### src/rtl/pkt_switch_pkg.sv
// ============================================================================
// Module      : pkt_switch_pkg
// Description : Shared types and constants for the packet switch. Holds the
//               ingress FSM encoding and the packet header byte offsets.
// Revision    : 1.0 - initial release
// ============================================================================
`default_nettype none

package pkt_switch_pkg;

    // Ingress FSM encoding
    typedef enum logic [1:0] {
        IDLE = 2'd0,
        HDR  = 2'd1,
        PAY  = 2'd2,
        DROP = 2'd3
    } sw_state_e;

    // Header byte offsets within a packet
    localparam logic [1:0] HDR_DST = 2'd0;
    localparam logic [1:0] HDR_SRC = 2'd1;
    localparam logic [1:0] HDR_LEN = 2'd2;

endpackage

`default_nettype wire

### src/rtl/pkt_sync_fifo.sv
// ============================================================================
// Module      : pkt_sync_fifo
// Description : Single-clock first-word-fall-through FIFO. Head data is
//               presented on dout while not empty (0 when empty). Pushes
//               while full and pops while empty are ignored.
// Revision    : 1.0 - initial release
// ============================================================================
`default_nettype none

module pkt_sync_fifo #(
    parameter int DW    = 8,
    parameter int DEPTH = 16,
    parameter int AW    = $clog2(DEPTH)
) (
    input  logic          clk,
    input  logic          rst,
    input  logic          push,
    input  logic [DW-1:0] din,
    input  logic          pop,
    output logic [DW-1:0] dout,
    output logic          full,
    output logic          empty,
    output logic [AW:0]   count
);

    logic [DW-1:0] mem_q [DEPTH];
    logic [AW-1:0] wr_ptr_q, wr_ptr_d;
    logic [AW-1:0] rd_ptr_q, rd_ptr_d;
    logic [AW:0]   count_q, count_d;
    logic          push_ok;
    logic          pop_ok;

    assign full  = (count_q == (AW+1)'(DEPTH));
    assign empty = (count_q == '0);
    assign count = count_q;
    assign dout  = empty ? '0 : mem_q[rd_ptr_q];

    // Next-state pointers and occupancy; pointers wrap naturally at DEPTH
    always_comb begin
        push_ok  = push && !full;
        pop_ok   = pop && !empty;
        wr_ptr_d = wr_ptr_q + {{(AW-1){1'b0}}, push_ok};
        rd_ptr_d = rd_ptr_q + {{(AW-1){1'b0}}, pop_ok};
        count_d  = count_q + {{AW{1'b0}}, push_ok} - {{AW{1'b0}}, pop_ok};
    end

    // Storage array; left unreset so it can map onto RAM
    always_ff @(posedge clk) begin
        if (push_ok) begin
            mem_q[wr_ptr_q] <= din;
        end
    end

    // Pointer and count registers
    always_ff @(posedge clk) begin
        if (rst) begin
            wr_ptr_q <= '0;
            rd_ptr_q <= '0;
            count_q  <= '0;
        end else begin
            wr_ptr_q <= wr_ptr_d;
            rd_ptr_q <= rd_ptr_d;
            count_q  <= count_d;
        end
    end

endmodule

`default_nettype wire

### src/rtl/pkt_switch_n.sv
// ============================================================================
// Module      : pkt_switch_n
// Description : Store-through packet switch. Routes each ingress packet to
//               the lowest-indexed egress port whose programmed address
//               matches the destination byte; unmatched packets are dropped.
//               Optional macro PKT_SWITCH_STATS_EN adds read-only per-port
//               forward counters and a drop counter.
// Revision    : 1.0 - initial release
// ============================================================================
`default_nettype none

module pkt_switch_n
    import pkt_switch_pkg::*;
#(
    parameter int NUM_PORTS  = 4,
    parameter int DW         = 8,
    parameter int FIFO_DEPTH = 16,
    parameter int CAW        = $clog2(2*NUM_PORTS+1)
) (
    input  logic                    clk,
    input  logic                    rst,
    input  logic                    cfg_en,
    input  logic                    cfg_wr,
    input  logic [CAW-1:0]          cfg_addr,
    input  logic [DW-1:0]           cfg_wdata,
    output logic [DW-1:0]           cfg_rdata,
    input  logic [DW-1:0]           in_data,
    input  logic                    in_valid,
    output logic                    in_ready,
    output logic [NUM_PORTS*DW-1:0] out_data,
    output logic [NUM_PORTS-1:0]    out_valid,
    input  logic [NUM_PORTS-1:0]    out_read
);

    localparam int SW = $clog2(NUM_PORTS);
    localparam int AW = $clog2(FIFO_DEPTH);

    localparam logic [1:0] ST_IDLE = IDLE;
    localparam logic [1:0] ST_HDR  = HDR;
    localparam logic [1:0] ST_PAY  = PAY;
    localparam logic [1:0] ST_DROP = DROP;

    logic [1:0]    state_q,    state_d;
    logic [SW-1:0] sel_q,      sel_d;
    logic [1:0]    hdr_pos_q,  hdr_pos_d;
    logic [DW-1:0] remain_q,   remain_d;
    logic          drop_pay_q, drop_pay_d;
    logic [DW-1:0] port_addr_q [NUM_PORTS];
    logic [DW-1:0] port_addr_d [NUM_PORTS];
    logic [DW-1:0] cfg_rdata_q, cfg_rdata_d;

    logic                         xfer;
    logic                         match;
    logic [SW-1:0]                match_idx;
    logic [NUM_PORTS-1:0]         fifo_push;
    logic [NUM_PORTS-1:0]         fifo_full;
    logic [NUM_PORTS-1:0]         fifo_empty;
    logic [NUM_PORTS*(AW+1)-1:0]  fifo_count;
    logic                         fwd_done;
    logic                         drop_done;

    assign in_ready  = ((state_q == ST_HDR) || (state_q == ST_PAY)) ? !fifo_full[sel_q] : 1'b1;
    assign xfer      = in_valid && in_ready;
    assign out_valid = ~fifo_empty;
    assign cfg_rdata = cfg_rdata_q;

    // Destination lookup: scan downward so the lowest matching port wins
    always_comb begin
        match     = 1'b0;
        match_idx = '0;
        for (int i = NUM_PORTS - 1; i >= 0; i--) begin
            if (in_data == port_addr_q[i]) begin
                match     = 1'b1;
                match_idx = SW'(i);
            end
        end
    end

    // Ingress FSM: header tracking, payload countdown, FIFO push steering
    always_comb begin
        state_d    = state_q;
        sel_d      = sel_q;
        hdr_pos_d  = hdr_pos_q;
        remain_d   = remain_q;
        drop_pay_d = drop_pay_q;
        fifo_push  = '0;
        fwd_done   = 1'b0;
        drop_done  = 1'b0;
        case (state_q)
            ST_IDLE: begin
                if (xfer) begin
                    hdr_pos_d  = HDR_SRC;
                    drop_pay_d = 1'b0;
                    if (match) begin
                        sel_d                = match_idx;
                        fifo_push[match_idx] = 1'b1;
                        state_d              = ST_HDR;
                    end else begin
                        state_d = ST_DROP;
                    end
                end
            end
            ST_HDR: begin
                if (xfer) begin
                    fifo_push[sel_q] = 1'b1;
                    if (hdr_pos_q == HDR_LEN) begin
                        remain_d = in_data;
                        if (in_data == '0) begin
                            state_d  = ST_IDLE;
                            fwd_done = 1'b1;
                        end else begin
                            state_d = ST_PAY;
                        end
                    end else begin
                        hdr_pos_d = HDR_LEN;
                    end
                end
            end
            ST_PAY: begin
                if (xfer) begin
                    fifo_push[sel_q] = 1'b1;
                    remain_d         = remain_q - 1'b1;
                    if (remain_q == DW'(1)) begin
                        state_d  = ST_IDLE;
                        fwd_done = 1'b1;
                    end
                end
            end
            default: begin
                // Drop path mirrors HDR/PAY length tracking without writes
                if (xfer) begin
                    if (!drop_pay_q) begin
                        if (hdr_pos_q == HDR_LEN) begin
                            remain_d = in_data;
                            if (in_data == '0) begin
                                state_d   = ST_IDLE;
                                drop_done = 1'b1;
                            end else begin
                                drop_pay_d = 1'b1;
                            end
                        end else begin
                            hdr_pos_d = HDR_LEN;
                        end
                    end else begin
                        remain_d = remain_q - 1'b1;
                        if (remain_q == DW'(1)) begin
                            state_d   = ST_IDLE;
                            drop_done = 1'b1;
                        end
                    end
                end
            end
        endcase
    end

`ifdef PKT_SWITCH_STATS_EN
    logic [DW-1:0] fwd_cnt_q [NUM_PORTS];
    logic [DW-1:0] fwd_cnt_d [NUM_PORTS];
    logic [DW-1:0] drop_cnt_q, drop_cnt_d;

    // Statistics: count completed forwards per port and completed drops
    always_comb begin
        fwd_cnt_d  = fwd_cnt_q;
        drop_cnt_d = drop_cnt_q + {{(DW-1){1'b0}}, drop_done};
        for (int i = 0; i < NUM_PORTS; i++) begin
            if (fwd_done && (sel_q == SW'(i))) begin
                fwd_cnt_d[i] = fwd_cnt_q[i] + 1'b1;
            end
        end
    end

    // Statistics registers
    always_ff @(posedge clk) begin
        if (rst) begin
            drop_cnt_q <= '0;
            for (int i = 0; i < NUM_PORTS; i++) begin
                fwd_cnt_q[i] <= '0;
            end
        end else begin
            drop_cnt_q <= drop_cnt_d;
            fwd_cnt_q  <= fwd_cnt_d;
        end
    end
`else
    logic stats_unused;
    assign stats_unused = fwd_done ^ drop_done;
`endif

    logic count_unused;
    assign count_unused = ^fifo_count;

    // Config write decode and registered read mux
    always_comb begin
        port_addr_d = port_addr_q;
        cfg_rdata_d = cfg_rdata_q;
        for (int i = 0; i < NUM_PORTS; i++) begin
            if (cfg_en && cfg_wr && (cfg_addr == CAW'(i))) begin
                port_addr_d[i] = cfg_wdata;
            end
        end
        if (cfg_en && !cfg_wr) begin
            cfg_rdata_d = '0;
            for (int i = 0; i < NUM_PORTS; i++) begin
                if (cfg_addr == CAW'(i)) begin
                    cfg_rdata_d = port_addr_q[i];
                end
`ifdef PKT_SWITCH_STATS_EN
                if (cfg_addr == CAW'(NUM_PORTS + i)) begin
                    cfg_rdata_d = fwd_cnt_q[i];
                end
`endif
            end
`ifdef PKT_SWITCH_STATS_EN
            if (cfg_addr == CAW'(2 * NUM_PORTS)) begin
                cfg_rdata_d = drop_cnt_q;
            end
`endif
        end
    end

    // Control and configuration registers
    always_ff @(posedge clk) begin
        if (rst) begin
            state_q     <= ST_IDLE;
            sel_q       <= '0;
            hdr_pos_q   <= HDR_DST;
            remain_q    <= '0;
            drop_pay_q  <= 1'b0;
            cfg_rdata_q <= '0;
            for (int i = 0; i < NUM_PORTS; i++) begin
                port_addr_q[i] <= DW'(i);
            end
        end else begin
            state_q     <= state_d;
            sel_q       <= sel_d;
            hdr_pos_q   <= hdr_pos_d;
            remain_q    <= remain_d;
            drop_pay_q  <= drop_pay_d;
            cfg_rdata_q <= cfg_rdata_d;
            port_addr_q <= port_addr_d;
        end
    end

    generate
        for (genvar g = 0; g < NUM_PORTS; g++) begin : g_port_fifo
            pkt_sync_fifo #(
                .DW    (DW),
                .DEPTH (FIFO_DEPTH)
            ) u_fifo (
                .clk   (clk),
                .rst   (rst),
                .push  (fifo_push[g]),
                .din   (in_data),
                .pop   (out_read[g]),
                .dout  (out_data[g*DW +: DW]),
                .full  (fifo_full[g]),
                .empty (fifo_empty[g]),
                .count (fifo_count[g*(AW+1) +: (AW+1)])
            );
        end
    endgenerate

endmodule

`default_nettype wire

### config.mk
export PLATFORM = sky130hd
export DESIGN_NAME = pkt_switch_n
export DESIGN_NICKNAME = d
export VERILOG_FILES = /design/src/rtl/pkt_switch_pkg.sv /design/src/rtl/pkt_sync_fifo.sv /design/src/rtl/pkt_switch_n.sv
export SDC_FILE = /design/constraint.sdc
export NUM_CORES = 1
export LEC_CHECK = 0
export CORE_MARGIN = 8
export CORE_UTILIZATION = 56
export CTS_CLUSTER_SIZE = 30
export DETAILED_ROUTE_END_ITERATION = 8
export HOLD_SLACK_MARGIN = 0.06
export PLACE_DENSITY = 0.75
export SLEW_MARGIN = 20
export SYNTH_ARGS = -nofsm -noshare
export SYNTH_HDL_FRONTEND = slang
export SYNTH_SLANG_ARGS = --single-unit
export TNS_END_PERCENT = 10
### constraint.sdc
create_clock -name clk -period 3.1 [get_ports clk]
set_input_delay 0.465 -clock clk [delete_from_list [all_inputs] [get_ports clk]]
set_output_delay 0.465 -clock clk [all_outputs]
set_load 0.02 [all_outputs]
# After elaboration in Yosys (flattened, before gate mapping)
# Memory sizes are Yosys's and may differ from the RTL's. A register that Yosys moved wholly into a read port is not among the register bits.
# Index checks and enable logic that the tools add are counted.
# classes
bitwise	4
addsub	17
eq_ne	17
n_mux	69
n_reduce_logical	43
n_lt_le_gt_ge	4
# op_table
op	count
$mux 8	13
$mux 2	20
$add 4x1->4	8
$eq 8x8->1	4
$mux 4	7
$pmux 8 s3	1
$mux 1	21
$add 5x1->5	4
$eq 5x5->1 const B	4
$logic_not 5->1	4
$sub 5x1->5	4
$logic_and 1x1->1	17
$pmux 2 s3	2
$logic_not 1->1	10
$eq 4x2->1 const B	2
$eq 8x1->1 const B	1
$logic_not 8->1	1
$pmux 4 s2	1
$sub 8x1->8 const B	1
$lt 2x3->1 const B	2
$reduce_and 3->1	2
$reduce_bool 5->1	1
$demux 1 s2	2
$eq 2x2->1 const B	2
16 further kinds	20
# totals
ram_bits	512
out_inout_bits	45
memories	4
input_bits	29
regBits	107
# memory_table
memory	words	width	rd	rd_clocked_by_memory_dff	wr	line	text
g_port_fifo[0].u_fifo.mem_q	16	8	1	1	1	pkt_sync_fifo.sv:26	logic [DW-1:0] mem_q [DEPTH];
g_port_fifo[1].u_fifo.mem_q	16	8	1	1	1	pkt_sync_fifo.sv:26	
g_port_fifo[2].u_fifo.mem_q	16	8	1	1	1	pkt_sync_fifo.sv:26	
g_port_fifo[3].u_fifo.mem_q	16	8	1	1	1	pkt_sync_fifo.sv:26	

# Depth between registers and ports, before layout
# depth
ltp_word	15
ltp_mapped	17
mapped_depth_nobuf	15

# Modules after synthesis
# Synthesis repeated with hierarchy kept, for this count alone.
# unflattened
hier_cells	1528
area_unflattened_um2	25867.3
# by_module_without_submodules
mod	seq_area_each_um2	cells_per_inst	n_inst	area_per_inst_um2
pkt_sync_fifo (g_port_fifo[0].u_fifo ...)	4103.9	288	3	5651.7
pkt_sync_fifo (g_port_fifo[3].u_fifo)	4103.9	299	1	5720.5
pkt_switch_n	1101.1	365	1	3191.8

# Worst setup path before layout
# Ideal clock, no wire load.
# synth_timing
kind	register -> register
start	reg state_q[0]
end	reg g_port_fifo[2].u_fifo.count_q[4]
arrival_time_ns	3.153
stages_incl_launch_ff	18
n_path_buf	2
t_required_ns	3.029
slack_ns	-0.124
cell_sequence	dfxtp_1 > inv_1 > ha_1 > buf_4 > nand3b_1 > o22ai_2 > nor4_4 > nand2_1 > buf_2 > nor2_1 > ha_1 > inv_1 > fa_1 > inv_1 > a21oi_1 > nor2_1 > or3_1 > a21oi_1
# synth_via
elab_chain_len	9
elab_cells_between_ends	13
cone_classes	add/sub (2); eq/ne (2); mux (4); reduce/logical (5)
# synth_lines
item	line	text
start, declared	pkt_switch_n.sv:43	logic [1:0] state_q, state_d;
start signal, assigned	pkt_switch_n.sv:234	state_q <= state_d;
$eq 2x1->1 or $eq 2x2->1 (tied branches)	pkt_switch_n.sv:62, pkt_switch_n.sv:89	
$logic_or 1x1->1	pkt_switch_n.sv:62	assign in_ready = ((state_q == ST_HDR) || (state_q == ST_PAY)) ? !fifo_full[sel_q] : 1'b1;
$mux 1	pkt_switch_n.sv:62	
$logic_and 1x1->1	pkt_switch_n.sv:63	assign xfer = in_valid && in_ready;
$mux 4, on equally long branches	pkt_switch_n.sv:104, pkt_switch_n.sv:120, pkt_switch_n.sv:91	
$pmux 4 s2 *	pkt_switch_n.sv:89	case (state_q)
$logic_and 1x1->1 *	pkt_sync_fifo.sv:40	push_ok = push && !full;
$add 5x1->5 *	pkt_sync_fifo.sv:44	count_d = count_q + {{AW{1'b0}}, push_ok} - {{AW{1'b0}}, pop_ok};
$sub 5x1->5 *	pkt_sync_fifo.sv:44	
end signal, assigned	pkt_sync_fifo.sv:63	count_q <= count_d;
end, declared	pkt_sync_fifo.sv:29	logic [AW:0] count_q, count_d;
# Every way passes the cells marked *; elsewhere a longest branch is shown, timed or not.
# A chain may end at the register's enable or synchronous reset.

==> results summary <==
In this run the power spent charging and discharging nets is 6.68 mW. Yosys attributes the largest share of cell area to edfxtp_1, mux4_2, dfxtp_1, mux2i_1, ha_1. The proportion of synthesized chip area in sequential cells came out at 66.7%. The post-route fraction of the period consumed by the critical path came out at 100%. The worst setup path is launched from a flip-flop.

The switching power share of the total is 28.2%. The shortest clock period the worst path allows after layout is 3.10 ns. The final reports fail on setup timing. The via count of the first global-routing pass came out at 15158. The cell chosen for the clock root is clkbuf_16. The internal power is 17.0 mW. In this run, synthesis inferred 512 flip-flops with an integrated enable. Summing every instance area after synthesis gives 26300 µm². The total power is 23.7 mW. For this run, the total global-route usage over all layers was measured as 21.3%. After synthesis, the most frequently instantiated cells are edfxtp_1, mux4_2, dfxtp_1. The area of the die is 54100 µm². The cell row count is 79.

The max-cap violation count came out at 0. Counting every net in the synthesized netlist gives 1655. The post-route setup TNS came out at -0.00180 ns.

The total number of vias came out at 14792. The area of the core came out at 46500 µm². After legalization and detailed placement, the total HPWL measured 36500 µm. The number of detailed-route iterations in the first pass is 7. Setup repair after global routing could not meet its margin everywhere. Data on the critical path is required at its endpoint by 2.63 ns. The most frequent cell after synthesis is edfxtp_1. The critical path is of the reg2out type.

For this block, the initial DRC count from the detailed router was 1304. The worst-case setup slack after placement came out at -0.0862 ns. The number of warnings printed during yosys synthesis is 0. For the pin with the worst max-slew slack, the measured transition is 0.770 ns.

Combinational cells account for 28.0% of the total power. The post-route netlist has 27.8% of its cells at a drive strength greater than 1. Based on the critical path, the design can be clocked at up to 322 MHz. The share of the synthesized area in the top cell type came out at 58.5%. In the synthesized netlist the dominant register cell turns out to be edfxtp_1. Synthesis handed over a netlist of 1576 instances. The worst path arrival time is 2.64 ns.

Once routing completed, OpenROAD measured the worst setup slack at -0.00180 ns. The weighted congestion at the end of routability-driven global placement is 0.829. The post-CTS clock slew at the launch and capture registers of the worst setup and hold paths came out at 0.06 ns.

The netlist uses 78 different library cells. The maximum ir drop on the vdd rail came out at 0.488 mV. The number of top-level pins came out at 74.

The TritonCTS buffer count came out at 59. The cell count after placement is 2313. The first global-routing pass estimated 88400 µm of wire. A synthesized cell averages 16.7 µm². The average via count per standard cell came out at 6.05.

The clock network accounts for 31.8% of the total power. The routed length per placed instance came out at 23.6 µm. The maximum level of the CTS H-tree came out at 2. The finished layout holds 2443 standard cells, fillers aside. The count of final hold-check violations was 0. STA classifies the critical path endpoint as an output port. The number of buffers inserted by port buffering came out at 73.

The number of antenna violations at the first check in global routing is 5. The flow ran to the end, but the final reports show violations. The die extent in y came out at 233 µm. The initial utilization of the core area, before any placement, comes to 56.5%. The count of final max-slew check failures is 0.

The clock latency at the later pin of the worst-skew pair is 0.63 ns. The die is 233 µm wide. TritonCTS built the clock tree. The largest fanout on the critical path came out at 7. For this design the ratio of total power to cell area is 767 nW/µm². In this run the tightest slew margin relative to its limit is 47.2%. The final-stage net count came out at 1863. The total grt overflow is 0. Counting flops and latches in the post-synthesis netlist gives 619. Entering global routing, the biggest net connects 67 pins. The biggest area contributor in the post-synthesis netlist is edfxtp_1.

The proportion of register bits with asynchronous set or reset after synthesis is 0%. The power share of the sequential group is 40.2%. The count of final setup violators came out at 1. Summed over all layers, the routed wires come to 57600 µm. The largest clock skew in the final design came out at 0.0226 ns. The class of the tightest hold or removal check is in2reg. The clock net in this run drives a total of 619 sinks.

The deepest clock path buffer count came out at 3. The worst hold margin came out at 0.203 ns. Once detail routing completed, the nets flagged for antenna violations numbered 0. The area added between synthesis and finish is 17.4%.

The static leakage power came out at 10.5 nW. In the routed design, unresolved DRC markers number 0.
-- cell usage in the layout (no fill, tap or decap), drive strengths merged, types with 4 or more instances in the layout --
cell	netlist	layout
mux2	5	5
nor2	90	90
o32a	8	8
nand2	46	46
clkbuf	49	84
a221oi	6	6
or3	6	6
nand4	12	12
a21o	5	5
clkinv	1	16
nor4b	9	9
nand2b	13	13
and2	30	30
dfxtp	107	107
mux4	139	139
dlygate4sd2	0	9
inv	43	45
clkinvlp	0	4
nor4	24	24
a22o	6	6
o22ai	15	15
edfxtp	512	512
fa	4	4
or2	5	5
a22oi	4	4
a211oi	6	6
o221ai	8	8
nor2b	36	36
mux2i	74	74
ha	46	46
o21ai	20	20
a21oi	46	46
nand3	26	26
nor3	43	43
xnor2	30	30
xor2	30	30
bufinv	0	9
clkdlybuf4s50	0	31
buf	41	195
-- per-stage QoR --
step / util (%) / instance area [µm²]
detailed placement: 61.2 / 28500
global placement: 61.2 / 28500
global route: 66.4 / 30800
floorplan: - / 26300
finish: 66.4 / 30900
CTS: 66.0 / 30700
-- critical path: stages (launching register included) --
cell	delay, ns
dfxtp_4	0.38
buf_12	0.15
buf_12	0.13
mux4_2	0.55
mux4_2	0.49
and2_1	0.16
buf_2	0.15
-- repair_timing --
action,4_1_cts,5_1_grt
gates resized for setup,128,41
buffers inserted,5,10
cloned,3,0
pin swaps,0,7
setup endpoints to repair,34,36
hold buffers,0,0
-- area by class of cell --
class / count / area [µm²]
diodes: 1 / 2.50
clock inverters: 30 / 435
flip-flops and latches: 619 / 17500
clock buffers: 82 / 1630
inverters: 44 / 165
fillers: 3084 / 15600
multi-input cells: 823 / 8280
repair buffers: 237 / 2040
well taps: 607 / 759
-- cell families after synthesis --
family | synth area share [%]
and+or+nand+nor | 7.55
AOI/OAI and AO/OA | 3.75
muxes | 15.0
DFF | 66.7
xor gates and xnor gates | 2.06
buffers and inverters | 2.51
adders and majority gates | 2.50
-- power by group through the flow --
stage          combinational (mW)  clock, mW  sequential [mW]
2_1_floorplan                4.32          0             9.56
3_3_place_gp                 6.24          0             9.63
3_5_place_dp                 6.39          0             9.65
4_1_cts                      6.48       7.64             9.52
5_1_grt                      7.14       7.95             9.55
6_report                     6.62       7.53             9.52
-- metal layers --
layer  track usage [%]  wire (µm)  vias up
li1                  -          -     6597
met1              28.0      23200     7534
met4              6.00       1570        6
met2              36.2      28900      542
met3              4.17       3900      113
met5                 0         41        -
-- sequential cells by signal, indices dropped and copies added, names as in the netlist --
register                     flops
sel_q                            2
cfg_rdata                        8
g_port_fifo.u_fifo.rd_ptr_q     16
remain_q                         8
state_q                          2
drop_pay_q                       1
g_port_fifo.u_fifo.wr_ptr_q     16
g_port_fifo.u_fifo.count        20
port_addr_q                     32
g_port_fifo.u_fifo.mem_q       512
hdr_pos_q                        2
-- final timing paths --
path / from / endpoint / slack, ns / depth (start not counted)
setup / recovery: g_port_fifo[0].u_fifo.rd_ptr_q[0] / out_data[4] / -0.002 / 6
hold / removal: rst / port_addr_q[25] / 0.20 / 2
setup reg to reg: state_q[1] / g_port_fifo[0].u_fifo.count[4] / 0.14 / 14
hold reg to reg: cfg_rdata[0] / cfg_rdata[0] / 0.50 / 2
(Power assumes the default switching activity.)
